**src/rtl/serial_add_sequencer_pkg.sv**
```systemverilog
// Shared definitions for the bit-serial adder sequencer: state encoding and
// the default operand width.
package serial_add_sequencer_pkg;

  typedef enum logic [1:0] {
    IDLE = 2'd0,
    ADD  = 2'd1,
    DONE = 2'd2
  } seqState_e;

  localparam int DefaultWidth = 8;

endpackage : serial_add_sequencer_pkg

```
**src/rtl/serial_add_sequencer_full_adder.sv**
```systemverilog
// Single-bit full adder cell, time-shared by the serial adder sequencer.
module FullAdder (
  input  logic a,
  input  logic b,
  input  logic cIn,
  output logic s,
  output logic cOut
);

  assign s    = a ^ b ^ cIn;
  assign cOut = (a & b) | (cIn & (a ^ b));

endmodule : FullAdder

```
**src/rtl/serial_add_sequencer.sv**
```systemverilog
// Bit-serial adder controller: feeds one operand bit pair per clock through a
// shared FullAdder, LSB first, and reports sum, carry-out and signed overflow.
module serial_add_sequencer
  import serial_add_sequencer_pkg::*;
#(
  parameter int WIDTH = DefaultWidth
) (
  input  logic             clk,
  input  logic             rstN,
  input  logic             start,
  input  logic [WIDTH-1:0] a,
  input  logic [WIDTH-1:0] b,
  input  logic             cInit,
  output logic             busy,
  output logic             done,
  output logic [WIDTH-1:0] sum,
  output logic             cOut,
  output logic             ovf
);

  localparam int CntW = (WIDTH > 2) ? $clog2(WIDTH) : 1;
  localparam logic [CntW-1:0] LastCnt    = CntW'(WIDTH - 1);
  localparam logic [CntW-1:0] PreLastCnt = CntW'(WIDTH - 2);

  seqState_e        state;
  seqState_e        nextState;
  logic [CntW-1:0]  bitCnt;
  logic [WIDTH-1:0] aReg;
  logic [WIDTH-1:0] bReg;
  logic [WIDTH-1:0] partSum;
  logic             carryReg;
  logic             carryIntoMsb;
  logic [WIDTH-1:0] sumReg;
  logic             cOutReg;
  logic             ovfReg;
  logic             busyReg;
  logic             doneReg;
  logic             faSum;
  logic             faCarry;

  FullAdder uFullAdder (
    .a    (aReg[0]),
    .b    (bReg[0]),
    .cIn  (carryReg),
    .s    (faSum),
    .cOut (faCarry)
  );

  // Next-state decode; the final bit edge moves ADD to DONE.
  always_comb begin
    nextState = state;
    case (state)
      IDLE: begin
        if (start) begin
          nextState = ADD;
        end else begin
          nextState = IDLE;
        end
      end
      ADD: begin
        if (bitCnt == LastCnt) begin
          nextState = DONE;
        end else begin
          nextState = ADD;
        end
      end
      DONE:    nextState = IDLE;
      default: nextState = IDLE;
    endcase
  end

  // State register and status flags, registered from the next state.
  always_ff @(posedge clk or negedge rstN) begin
    if (!rstN) begin
      state   <= IDLE;
      busyReg <= 1'b0;
      doneReg <= 1'b0;
    end else begin
      state   <= nextState;
      busyReg <= (nextState != IDLE);
      doneReg <= (nextState == DONE);
    end
  end

  // Operand shifters, carry recirculation and result capture.
  always_ff @(posedge clk or negedge rstN) begin
    if (!rstN) begin
      bitCnt       <= '0;
      aReg         <= '0;
      bReg         <= '0;
      partSum      <= '0;
      carryReg     <= 1'b0;
      carryIntoMsb <= 1'b0;
      sumReg       <= '0;
      cOutReg      <= 1'b0;
      ovfReg       <= 1'b0;
    end else begin
      case (state)
        IDLE: begin
          if (start) begin
            aReg     <= a;
            bReg     <= b;
            carryReg <= cInit;
            bitCnt   <= '0;
            partSum  <= '0;
          end
        end
        ADD: begin
          aReg     <= {1'b0, aReg[WIDTH-1:1]};
          bReg     <= {1'b0, bReg[WIDTH-1:1]};
          partSum  <= {faSum, partSum[WIDTH-1:1]};
          carryReg <= faCarry;
          // The carry produced by bit WIDTH-2 is the carry into the MSB.
          if (bitCnt == PreLastCnt) begin
            carryIntoMsb <= faCarry;
          end
          if (bitCnt == LastCnt) begin
            sumReg  <= {faSum, partSum[WIDTH-1:1]};
            cOutReg <= faCarry;
            ovfReg  <= carryIntoMsb ^ faCarry;
          end else begin
            bitCnt <= bitCnt + CntW'(1);
          end
        end
        DONE: begin
          bitCnt <= bitCnt;
        end
        default: begin
          bitCnt <= '0;
        end
      endcase
    end
  end

  assign busy = busyReg;
  assign done = doneReg;
  assign sum  = sumReg;
  assign cOut = cOutReg;
  assign ovf  = ovfReg;

endmodule : serial_add_sequencer

```
**config.mk**
```make
export PLATFORM = sky130hd
export DESIGN_NAME = serial_add_sequencer
export DESIGN_NICKNAME = d
export VERILOG_FILES = /design/src/rtl/serial_add_sequencer_pkg.sv /design/src/rtl/serial_add_sequencer_full_adder.sv /design/src/rtl/serial_add_sequencer.sv
export SDC_FILE = /design/constraint.sdc
export NUM_CORES = 1
export LEC_CHECK = 0
export CAP_MARGIN = 20
export CORE_ASPECT_RATIO = 0.9
export CORE_MARGIN = 4
export CORE_UTILIZATION = 30
export CTS_CLUSTER_DIAMETER = 50
export CTS_CLUSTER_SIZE = 28
export DETAILED_ROUTE_END_ITERATION = 8
export SETUP_SLACK_MARGIN = 0.02
export SLEW_MARGIN = 10
export SYNTH_ARGS = -nofsm -noshare
export SYNTH_HDL_FRONTEND = slang
export SYNTH_SLANG_ARGS = --single-unit
```
**constraint.sdc**
```tcl
create_clock -name clk -period 1.6 [get_ports clk]
set_clock_uncertainty 0.05 [all_clocks]
set_input_delay 0.24 -clock clk [delete_from_list [all_inputs] [get_ports clk]]
set_output_delay 0.24 -clock clk [all_outputs]
set_load 0.005 [all_outputs]
```
## Yosys cells after proc, flatten, opt, wreduce, memory -nomap -nowiden

Cells that the tools add are included.

- Register bits after elaboration: 43
- Input port bits: 20
- Output and inout port bits: 12
- Logic and storage cells: 48

- Add/subtract/negate cells: 1
- Eq/ne operators: 7
- Muxes and demuxes: 14
- Bitwise gates (word level): 7
- Reduce and logical (&&, ||, !) cells: 7

Operators with widths:

| kind | number |
|---|---|
| 8-bit case mux with 2 select lines | 3 |
| 8-bit two-way mux | 3 |
| 3-bit case mux with 3 select lines | 1 |
| 3-bit == test (second input constant) | 2 |
| 3-bit two-way mux | 2 |
| 2-bit AND reduction | 3 |
| 2-bit == test (second input constant) | 2 |
| 2-bit != test (second input constant) | 2 |
| 2-bit case mux with 2 select lines | 1 |
| 2-bit nonzero test | 2 |
| 3-bit by 1-bit adder with 3-bit output (second input constant) | 1 |
| 3-bit AND reduction | 1 |
| 1-bit bitwise XOR | 3 |
| 1-bit AND | 2 |
| 2-bit by 1-bit == test with 1-bit output (second input constant) | 1 |
| 2-bit logical NOT | 1 |
| 1-bit two-way mux | 2 |
| 2-bit two-way mux | 1 |
| 1-bit case mux with 2 select lines | 1 |
| 1-bit inverter | 1 |
| 1-bit OR | 1 |

## Longest topological paths before layout

Gate-level depths: netlist (run 1).

- Depth in word-level cells: 4
- Depth in mapped cells: 8

## Hierarchy

A second synthesis (run 1) with hierarchy kept.

- Cells, all modules: 140
- Area total of the unflattened synthesis: 1835.5 µm²

By module, submodules not included:

| module | times used | cells an instance | area an instance (µm²) | sequential area each (µm²) |
|---|---|---|---|---|
| serial_add_sequencer | 1 | 139 | 1815.5 | 1051.0 |
| FullAdder | 1 | 1 | 20.0 | 0.0 |

## Worst setup path before layout (run 1)

OpenSTA, ideal clock, no wires.

- Path type: flip-flop to flip-flop
- Start point: register bitCnt[0]
- End point: register cOutReg (netlist: cOut)
- Setup time: 0.128 ns
- Arrival: 1.516 ns
- Required time: 1.422 ns
- Setup slack: -0.093 ns
- Cell stages (with the launch flop): 6
- Cell sequence: dfrtp_1 > ha_1 > ha_1 > nand3b_2 > buf_2 > mux2_1

- Word-level cells in the longest chain between the ends: 2

Ends and longest elaborated chain:

| item | line | source |
|---|---|---|
| start: declaration | serial_add_sequencer.sv:27 | `logic [CntW-1:0] bitCnt;` |
| start signal: assignment | serial_add_sequencer.sv:122 | `bitCnt <= bitCnt + CntW'(1);` |
| start signal: assignment | serial_add_sequencer.sv:126 | `bitCnt <= bitCnt;` |
| 3-bit == test | serial_add_sequencer.sv:117 | `if (bitCnt == LastCnt) begin` |
| 2-bit AND reduction (no line) | n/a |  |
| end signal: assignment | serial_add_sequencer.sv:119 | `cOutReg <= faCarry;` |
| end: declaration | serial_add_sequencer.sv:34 | `logic cOutReg;` |

Every way passes these cells.
A chain may end at the register's enable or synchronous reset.

## Worst setup path in the final report (run 1)

- Start point: register bitCnt[1]
- End point: register sumReg[4] (netlist: sum[4])

- Word-level cells in the longest chain between the ends: 2

Ends and longest elaborated chain:

| item | line | source |
|---|---|---|
| 3-bit == test | serial_add_sequencer.sv:117 |  |
| 2-bit AND reduction (no line) | n/a |  |
| end signal: assignment | serial_add_sequencer.sv:118 | `sumReg <= {faSum, partSum[WIDTH-1:1]};` |
| end: declaration | serial_add_sequencer.sv:33 | `logic [WIDTH-1:0] sumReg;` |

Every way passes these cells.

==> flow_summary_export.csv, run 1 <==
group,metric,value,unit
detailed_routing,ant_nets,0,
cts,cts_root_buffer,"clkbuf_8",
sta,min_period_over_period,94.8,%
detailed_routing,vias_per_cell,5.01,
placed_design,dp_slack,-97.7,ps
detailed_routing,drc,0,
status,status,"complete, no violations",
sta,slew_violations,0,
worst_setup_path,reg2reg_to,"sum[4]",
floorplan,dieArea,7450,um^2
cts,htreeDepth,2,
global_route,grt_overflow,0,
finish,layout-area-overhead-vs-synth,30.5,%
sta,hold_slack,444,ps
global_route,gr-usage-all-layers,10.9,%
floorplan,num_rows,26,
detailed_routing,drt_iter0_markers,55,
global_route,antenna_found_initial,0,
placed_design,routabilityCongestion,0.738,
sta,worstMarginPinSlew,529,ps
global_route,grt_pass1_wl,6460,um
detailed_routing,vias,1243,
worst_setup_path,r2r_setup_slack,80,ps
floorplan,start_util,31.6,%
finish,fin_util,41.3,%
worst_setup_path,start_kind,"flip-flop",
worst_setup_path,cp_data_required_time,1740,ps
finish,final_cells,248,
cts,cts_tree,"built",
finish,drive_gt1_share,17.4,%
cts,worstSkewPairLatency,300,ps
floorplan,fp.dieH,82.3,um
power_and_ir_drop,power_density,1800,nW/um^2
hold_path,min_path_type,"flip-flop to flip-flop",
global_route,grt_pass1_vias,1347,
finish,fin_nets,201,
synthesis,netlist_instances,136,
worst_setup_path,crit_slowest_cell,"dfrtp_1",
finish,diodes,0,
detailed_routing,wl,3650,um
sta,period_minus_slack,1520,ps
worst_setup_path,r2r-start,"bitCnt[1]",
floorplan,core_area,5820,um^2
sta,final.setup.tns,0,ps
cts,clkSlewWorstSetupHoldPaths,90,ps
detailed_routing,wl_per_cell,14.7,um
worst_setup_path,critPathKind,"flip-flop to flip-flop",
sta,clock.fmax,659,MHz
worst_setup_path,arrival,1660,ps
sta,slew_headroom,64.7,%
detailed_routing,drtPass1Iterations,4,
synthesis,ys_seq_area_share,57.1,%
worst_setup_path,critPathMaxStageDelay,400,ps
synthesis,ys_seq_elements,42,
floorplan,io_pins,32,
sta,layout_setup_ws,83.0,ps
worst_setup_path,worstSetupStartpoint,"bitCnt[1]",
global_route,grt_max_degree,43,
power_and_ir_drop,peakVddDrop,0.603,mV
power_and_ir_drop,p_leak,1.02,nW
synthesis,mappedNetlistNets,160,
synthesis,yosysWarnings,0,
placed_design,dp_hpwl,2630,um
sta,finalHoldViolations,0,
worst_setup_path,cp_max_fo,13,
worst_setup_path,worstPathCellList,"ha_1 -> ha_2 -> nand3b_2 -> buf_12 -> mux2_1",
synthesis,syn_area,1840,um^2
synthesis,syn_area_per_cell,13.5,um^2
placed_design,portBuffers,31,
cts,ctsLongestPathBuffers,2,
sta,rsz0062_at_grt,"no",
worst_setup_path,reg2reg_depth,5,
floorplan,die_w,90.6,um
cts,numCtsBuffers,5,
worst_setup_path,cp-endpoint,"sum[4]",
placed_design,placed_cells,238,
run,cap_violations,0,
cts,cts_num_sinks,42,
sta,finalSetupViolations,0,
worst_setup_path,endpoint_kind,"flip-flop",
synthesis,synth_cell_types,34,
worst min path at each step:
stage / from / endpoint / slack (ps) / cells after the start
floorplan: rstN / aReg[0] / -110 / 0
global placement: rstN / sum[1] / 280 / 2
detailed placement: rstN / sum[0] / 290 / 2
CTS: a[7] / aReg[7] / 450 / 3
global route: b[7] / bReg[7] / 460 / 3
finish: sum[5] / sum[5] / 440 / 1
cells in the mapped netlist:
library cell,number,area (um^2)
inv_1,1,3.75
xnor2_1,1,8.76
o32ai_1,1,8.76
o21ai_1,3,15.0
xor2_1,1,8.76
a21oi_1,1,5.00
inv_2,2,7.51
buf_6,1,11.3
nand3b_1,14,105
mux2_1,10,113
nor4b_1,1,8.76
o2bb2ai_1,1,8.76
buf_2,4,20.0
a22o_1,8,70.1
nand2_1,4,15.0
nand2b_1,1,6.26
nand3_1,1,5.00
or2_1,1,6.26
nor2_2,2,12.5
clkbuf_1,2,7.51
ha_1,3,37.5
and2b_1,1,7.51
nand3b_2,1,11.3
fa_1,1,20.0
dfrtp_1,42,1050
nor2_1,3,11.3
mux2i_1,1,10.0
buf_4,3,22.5
inv_8,1,11.3
a211oi_2,1,12.5
o21ai_0,3,15.0
o221a_1,14,158
buf_12,1,20.0
nor2b_1,1,6.26
repair_timing:
action | in CTS | in global routing
gates resized for setup | 0 | 1
hold buffers | 1 | 0
hold endpoints to repair | 42 | 0
endpoints found under the setup margin | 0 | 24
setup buffers | 0 | 1
state kept, by name (all words and copies together) (netlist names):
| name | count |
|---|---|
| cOut | 1 |
| aReg | 8 |
| partSum | 7 |
| state | 2 |
| bReg | 8 |
| bitCnt | 3 |
| done | 1 |
| busy | 1 |
| carryIntoMsb | 1 |
| ovf | 1 |
| sum | 8 |
| carryReg | 1 |
cell usage in the layout (no fill, tap or decap), drive strengths merged:
cell	instances
ha	3
nand3	1
dfrtp	42
nand2	4
o32ai	1
bufinv	1
a22o	8
a21oi	1
fa	1
clkbuf	5
nand3b	15
clkinv	1
mux2	10
nor2b	1
nor4b	1
a211oi	1
dlygate4sd3	1
xor2	1
o2bb2ai	1
and2b	1
xnor2	1
nor2	5
nand2b	1
o21ai	6
or2	1
mux2i	1
o221a	14
buf	14
inv	5
clkdlybuf4s50	30
where the power goes:
| part | internal, W | switching, W |
|---|---|---|
| Clock | 0.000468 | 0.000384 |
| Sequential | 0.00154 | 0.000296 |
| Combinational | 0.000986 | 0.000663 |
critical path: cells and delay by family, from the launching register on:
kind	cells	cell delay, ps
adder cells (fa/ha/maj)	2	370
AND/OR/NAND/NOR	1	100
buffers and inverters	1	150
multiplexers	1	330
flip-flops	1	400
cell type report:
class / instances / area (um^2)
well taps: 70 / 87.6
clock inverters: 3 / 43.8
multi-input cells: 79 / 691
flip-flops and latches: 42 / 1050
clock buffers: 5 / 68.8
fillers: 543 / 3420
inverters: 4 / 22.5
repair buffers: 45 / 438
stage by stage:
stage	area [um^2]	total power, W
final	2400	0.00433
after detailed placement	2270	0.00352
after floorplan	1850	0.00287
after global placement	2270	0.00343
after global routing	2400	0.00467
after CTS	2390	0.00439
per-layer routing:
| layer | vias up | track usage (%) | part of all wire, % |
|---|---|---|---|
| li1 | 589 | - | - |
| met1 | 608 | 13.4 | 46 |
| met2 | 41 | 18.2 | 46 |
| met3 | 5 | 3.35 | 6.7 |
| met4 | 0 | 4.13 | 1.3 |
| met5 | - | 0 | 0 |
kinds of logic (layout without fill, tap and decap cells):
family          count (synthesis)  after routing  share of synthesized area [%]
compound gates                 32             32                           15.9
xor+xnor                        2              2                          0.952
fa+ha+maj                       4              4                           3.13
buf+inv                        15             57                           5.64
flops                          42             42                           57.1
mux                            11             11                           6.66
simple gates                   30             30                           10.6
(Power assumes the default switching activity.)
==> run 2, diff against run 1 <==
- ABC_CLOCK_PERIOD_IN_PS: unset -> 1600
==> results of run 2 <==
Same layout as run 1: the final DEF is identical, and so are final timing and power.
==> run 3, diff against run 2 <==
- SETUP_SLACK_MARGIN: 0.02 -> unset
- SLEW_MARGIN: 10 -> unset
==> run 3 against run 2 <==
  * Clock-buffer cell count increased by 2
  * Clock power fell by 26%
  * Flip-flop and latch count unchanged
  * Register-to-register slack improved by 30 ps
  * Wire length fell by 0.60%
  * Critical path depth grew 1
==> flow_summary_export.csv, run 3 (same netlist as run 1, synthesis figures left out) <==
group,metric,value,unit
global_route,busiest_layer,"met2",
global_route,grt_pass1_vias,1345,
detailed_routing,ant_nets,0,
global_route,grt_max_degree,23,
detailed_routing,drt_iter0_markers,36,
global_route,globalRouteMet3Util,4.17,%
worst_setup_path,endpoint_kind,"flip-flop",
detailed_routing,vias_per_cell,4.98,
cts,htreeDepth,2,
worst_setup_path,start_kind,"flip-flop",
cts,postCtsSetupBuffers,0,
sta,clock.fmax,672,MHz
power_and_ir_drop,power.internal,0.00282,W
cts,worstSkewPairLatency,290,ps
placed_design,dp_slack,-108,ps
power_and_ir_drop,p_leak,0.995,nW
sta,rsz0062_at_grt,"no",
placed_design,portBuffers,31,
sta,layout_setup_ws,111,ps
sta,min_period_over_period,93.1,%
detailed_routing,wl_per_cell,14.8,um
cts,numCtsBuffers,5,
finish,fill_cells,531,
cts,clkSlewWorstSetupHoldPaths,70,ps
global_route,gr-usage-all-layers,10.9,%
sta,period_minus_slack,1490,ps
finish,final_common_cell,"dfrtp_1",
detailed_routing,drc,0,
finish,layout-area-overhead-vs-synth,28.6,%
floorplan,die_w,90.6,um
hold_path,min_path_type,"input port to asynchronous set/reset pin",
finish,drive_gt1_share,15.3,%
floorplan,start_util,31.6,%
run,cap_violations,0,
floorplan,io_pins,32,
detailed_routing,wl,3630,um
power_and_ir_drop,switchingPower,0.00130,W
cts,cts_root_buffer,"clkbuf_8",
finish,fin_nets,200,
global_route,antenna_found_initial,0,
sta,worstMarginPinSlew,511,ps
status,status,"complete, no violations",
sta,finalHoldViolations,0,
cts,cts_num_sinks,42,
finish,regArea,1050,um^2
worst_setup_path,cp_max_fo,5,
global_route,gr-usage-met1,13.2,%
global_route,grt_overflow,0,
finish,final_cell_mix,"42 x dfrtp_1, 30 x clkdlybuf4s50_1, 14 x nand3b_1, 14 x o221a_1",
finish,diodes,0,
finish,final_cells,246,
global_route,grt_pass1_wl,6390,um
placed_design,dp_hpwl,2760,um
power_and_ir_drop,peakVddDrop,0.496,mV
sta,finalSetupViolations,0,
floorplan,fp.dieH,82.3,um
worst_setup_path,arrival,1620,ps
detailed_routing,drtPass1Iterations,4,
placed_design,routabilityCongestion,0.725,
sta,slew_violations,0,
power_and_ir_drop,combPwrFrac,39.5,%
sta,slew_headroom,65.9,%
cts,cts_tree,"built",
cts,ctsLongestPathBuffers,2,
floorplan,dieArea,7450,um^2
worst_setup_path,cp_data_required_time,1730,ps
sta,final.setup.tns,0,ps
power_and_ir_drop,seqPwrFrac,45.2,%
power_and_ir_drop,power_density,1740,nW/um^2
global_route,use_met2,18.6,%
power_and_ir_drop,total_power,0.00411,W
finish,multi_input_area,699,um^2
power_and_ir_drop,power.switching_fraction,31.5,%
placed_design,placed_cells,238,
power_and_ir_drop,clkPwrFrac,15.4,%
floorplan,num_rows,26,
detailed_routing,vias,1226,
floorplan,core_area,5820,um^2
worst_setup_path,critPathKind,"flip-flop to flip-flop",
## run 3: cell types whose count changed in the layout (fill, tap and decap cells not counted)
cell / before / now
clkbuf_1: 0 / 2
nand3b_4: 0 / 1
bufinv_16: 1 / 0
inv_6: 1 / 0
clkinv_2: 1 / 0
buf_4: 11 / 10
nand3b_2: 1 / 0
## run 3: through the flow
stage | util [%] | instance area, um^2 | hold WS, ps
2_1_floorplan | - | 1850 | -106
3_3_place_gp | 39.0 | 2270 | 178
3_5_place_dp | 39.0 | 2270 | 194
4_1_cts | 40.6 | 2360 | 422
5_1_grt | 40.7 | 2370 | 442
6_report | 40.7 | 2370 | 404
## run 3: timing repair
| action | 4_1_cts | 5_1_grt |
|---|---|---|
| resized for setup | 1 | 1 |
| endpoints found under the hold margin | 21 | 0 |
| setup endpoints to repair | 5 | 14 |
| hold buffers | 1 | 0 |
## run 3: area by class of cell
cell class	instances	area share, %
flip-flops and latches	42	44.4
inverters	4	0.951
well taps	70	3.70
multi-input cells	79	29.5
clock buffers	7	3.22
repair buffers	44	18.2
## run 3: critical path: stages, from the launching register on
cell and delay, ps:
dfrtp_1 400, ha_1 210, ha_2 190, buf_4 160
nand2_1 60, o21ai_0 80, a22o_1 230
## run 3: power by group through the flow
stage	Clock [W]	Sequential, W	Combinational [W]
2_1_floorplan	0	0.00179	0.00107
3_3_place_gp	0	0.00185	0.00157
3_5_place_dp	0	0.00188	0.00165
4_1_cts	0.000655	0.00187	0.00166
5_1_grt	0.000705	0.00193	0.00181
6_report	0.000631	0.00186	0.00162
## run 3: path summary, 6_finish.rpt
check                           startpoint   endpoint  slack [ps]  cells after the start
worst max-delay path             bitCnt[0]  bitCnt[1]         110                      6
max in group asynchronous             rstN   state[1]         610                      3
worst min register to register      sum[3]     sum[3]         440                      1
worst min-delay path                  rstN     sum[0]         400                      2
worst max register to register   bitCnt[0]  bitCnt[1]         110                      6
min in group clk                      b[7]    bReg[7]         440                      3
## run 3: per-layer routing
metal | up-vias | part of all wire [%]
li1 | 579 | -
met1 | 609 | 46
met2 | 32 | 47
met3 | 6 | 6.4
met4 | 0 | 0.91
met5 | - | 0
==> patch: new RTL, flow settings as in run 1 <==
The 3 states of `seqState_e` get a one-hot encoding in 3 bits.
--- a/src/rtl/serial_add_sequencer_pkg.sv
+++ b/src/rtl/serial_add_sequencer_pkg.sv
@@ -3,8 +3,8 @@
 package serial_add_sequencer_pkg;
 
-  typedef enum logic [1:0] {
-    IDLE = 2'd0,
-    ADD  = 2'd1,
-    DONE = 2'd2
+  typedef enum logic [2:0] {
+    IDLE = 3'b001,
+    ADD  = 3'b010,
+    DONE = 3'b100
   } seqState_e;
 
Function: same outputs for any inputs over 10 cycles, from zero or initial values and one cycle with rstN low; not proved beyond that.
==> patch against run 1 <==
  * Setup slack improved by 0.016 ns
  * Wire length up 0.49%
  * Sequential cell count grew 1
  * Highest routed layer unchanged
  * Area after synthesis down 4.7%
  * Utilization rose by 0.81 points
  * Non-clock buffer count is the same
  * Worst hold slack lost 0.063 ns
  * Final area fell by 0.89%
  * Power shrank 24%
  * Maximum frequency up 1.0%
  * Global-route usage is 0.32 points higher
==> patch: results (changes against run 1) <==
DR iter-0 viols -> 40 (was 55)
Register area share after synthesis -> 0.6141 (was 0.5710)
Worst IR Drop VDD -> 0.4816 mV (was 0.6029 mV)
GR Layer Usage met2 -> 0.1771 (was 0.1821)
Hold crit path type -> in2async (was reg2reg)
Place WS -> -0.1517 ns (was -0.09769 ns)
First-pass GRT wire length -> 5.982 mm (was 6.458 mm)
Global-route usage over all layers -> 0.1120 (was 0.1088)
Cell count after placement -> 247 (was 238)
Synth Area in Compound Gates -> 0.1334 (was 0.1591)
Placed Area -> 2191 um2 (was 2270 um2)
Post-synth cell types -> 29 (was 34)
Synth top cells by count -> dfrtp_1, o22ai_1, nor2_1, nor3_1, a22o_1 (was dfrtp_1, nand3b_1, o221a_1)
Critical Path AT -> 1.63 ns (was 1.66 ns)
Status -> finished, final reports clean (unchanged)
RePlAce Congestion -> 0.6997 (was 0.7382)
Largest net degree at the start of global routing -> 24 (was 43)
Final HPWL DP -> 2.474 mm (was 2.629 mm)
M1 wire length -> 1.712 mm (was 1.669 mm)
NumNets Final -> 213 (was 201)
Wire per inst -> 14.12 um (was 14.73 um)
Leakage -> 1.055 nW (was 1.015 nW)
GRT met1 Usage -> 0.1427 (was 0.1338)
Mux cell area share after synthesis -> 0.05136 (was 0.06662)
Met3 global-route usage -> 0.03897 (was 0.03351)
Syn Nets -> 170 (was 160)
Synth Area in Adders -> 0.03281 (was 0.03127)
Post-Synthesis Cells -> 146 (was 136)
Overall routed net length -> 3.670 mm (was 3.652 mm)
Routed wl met2 -> 1.715 mm (was 1.690 mm)
## patch: where the power goes
part / internal [mW] / total (mW) / switching [mW]
combinational: 0.515 / 1.06 / 0.549
sequential: 1.38 / 1.55 / 0.166
clock: 0.305 / 0.675 / 0.370
total: 2.20 / 3.29 / 1.08
## patch: worst paths after layout
kind	end	slack (ns)	cells after the start
min in group clk	ovf$_DFFE_PN0P_	0.43	2
min	partSum[5]$_DFFE_PN0P_	0.38	2
min reg2reg	ovf$_DFFE_PN0P_	0.43	2
max in group asynchronous	aReg[0]$_DFFE_PN0P_	0.62	3
max reg2reg	sum[6]$_DFFE_PN0P_	0.1	5
max	sum[6]$_DFFE_PN0P_	0.1	5
## patch: layout make-up
| class | instances | area, um2 | share of cell area |
|---|---|---|---|
| sequential | 43 | 1079 | 0.4530 |
| multi-input combinational | 87 | 658.1 | 0.2764 |
| timing repair buffer | 45 | 445.4 | 0.1871 |
| tap | 70 | 87.58 | 0.03678 |
| clock buffer | 6 | 72.57 | 0.03048 |
| inverter | 7 | 26.28 | 0.01104 |
| clock inverter | 2 | 12.51 | 0.005255 |
## patch: repair_timing
item,CTS,global route
setup endpoints to repair,25,30
gates cloned,0,1
setup buffers,0,3
hold buffers,1,0
resized for setup,2,11
pin swaps,0,3
endpoints found under the hold margin,19,0
## patch: worst register-to-register path, stage by stage (launching register included)
cell       delay, ns
dfrtp_1         0.40
ha_2            0.19
ha_4            0.17
nand4bb_4       0.11
buf_6           0.14
mux2_2          0.33
## patch: cells by family (layout without fill, tap and decap cells)
kind of cell,after synthesis,in the layout
DFF,43,43
and+or+nand+nor,40,40
AOI/OAI and AO/OA,34,34
buffers and inverters,16,60
muxes,8,8
adders and majority gates,4,4
xor gates and xnor gates,1,1
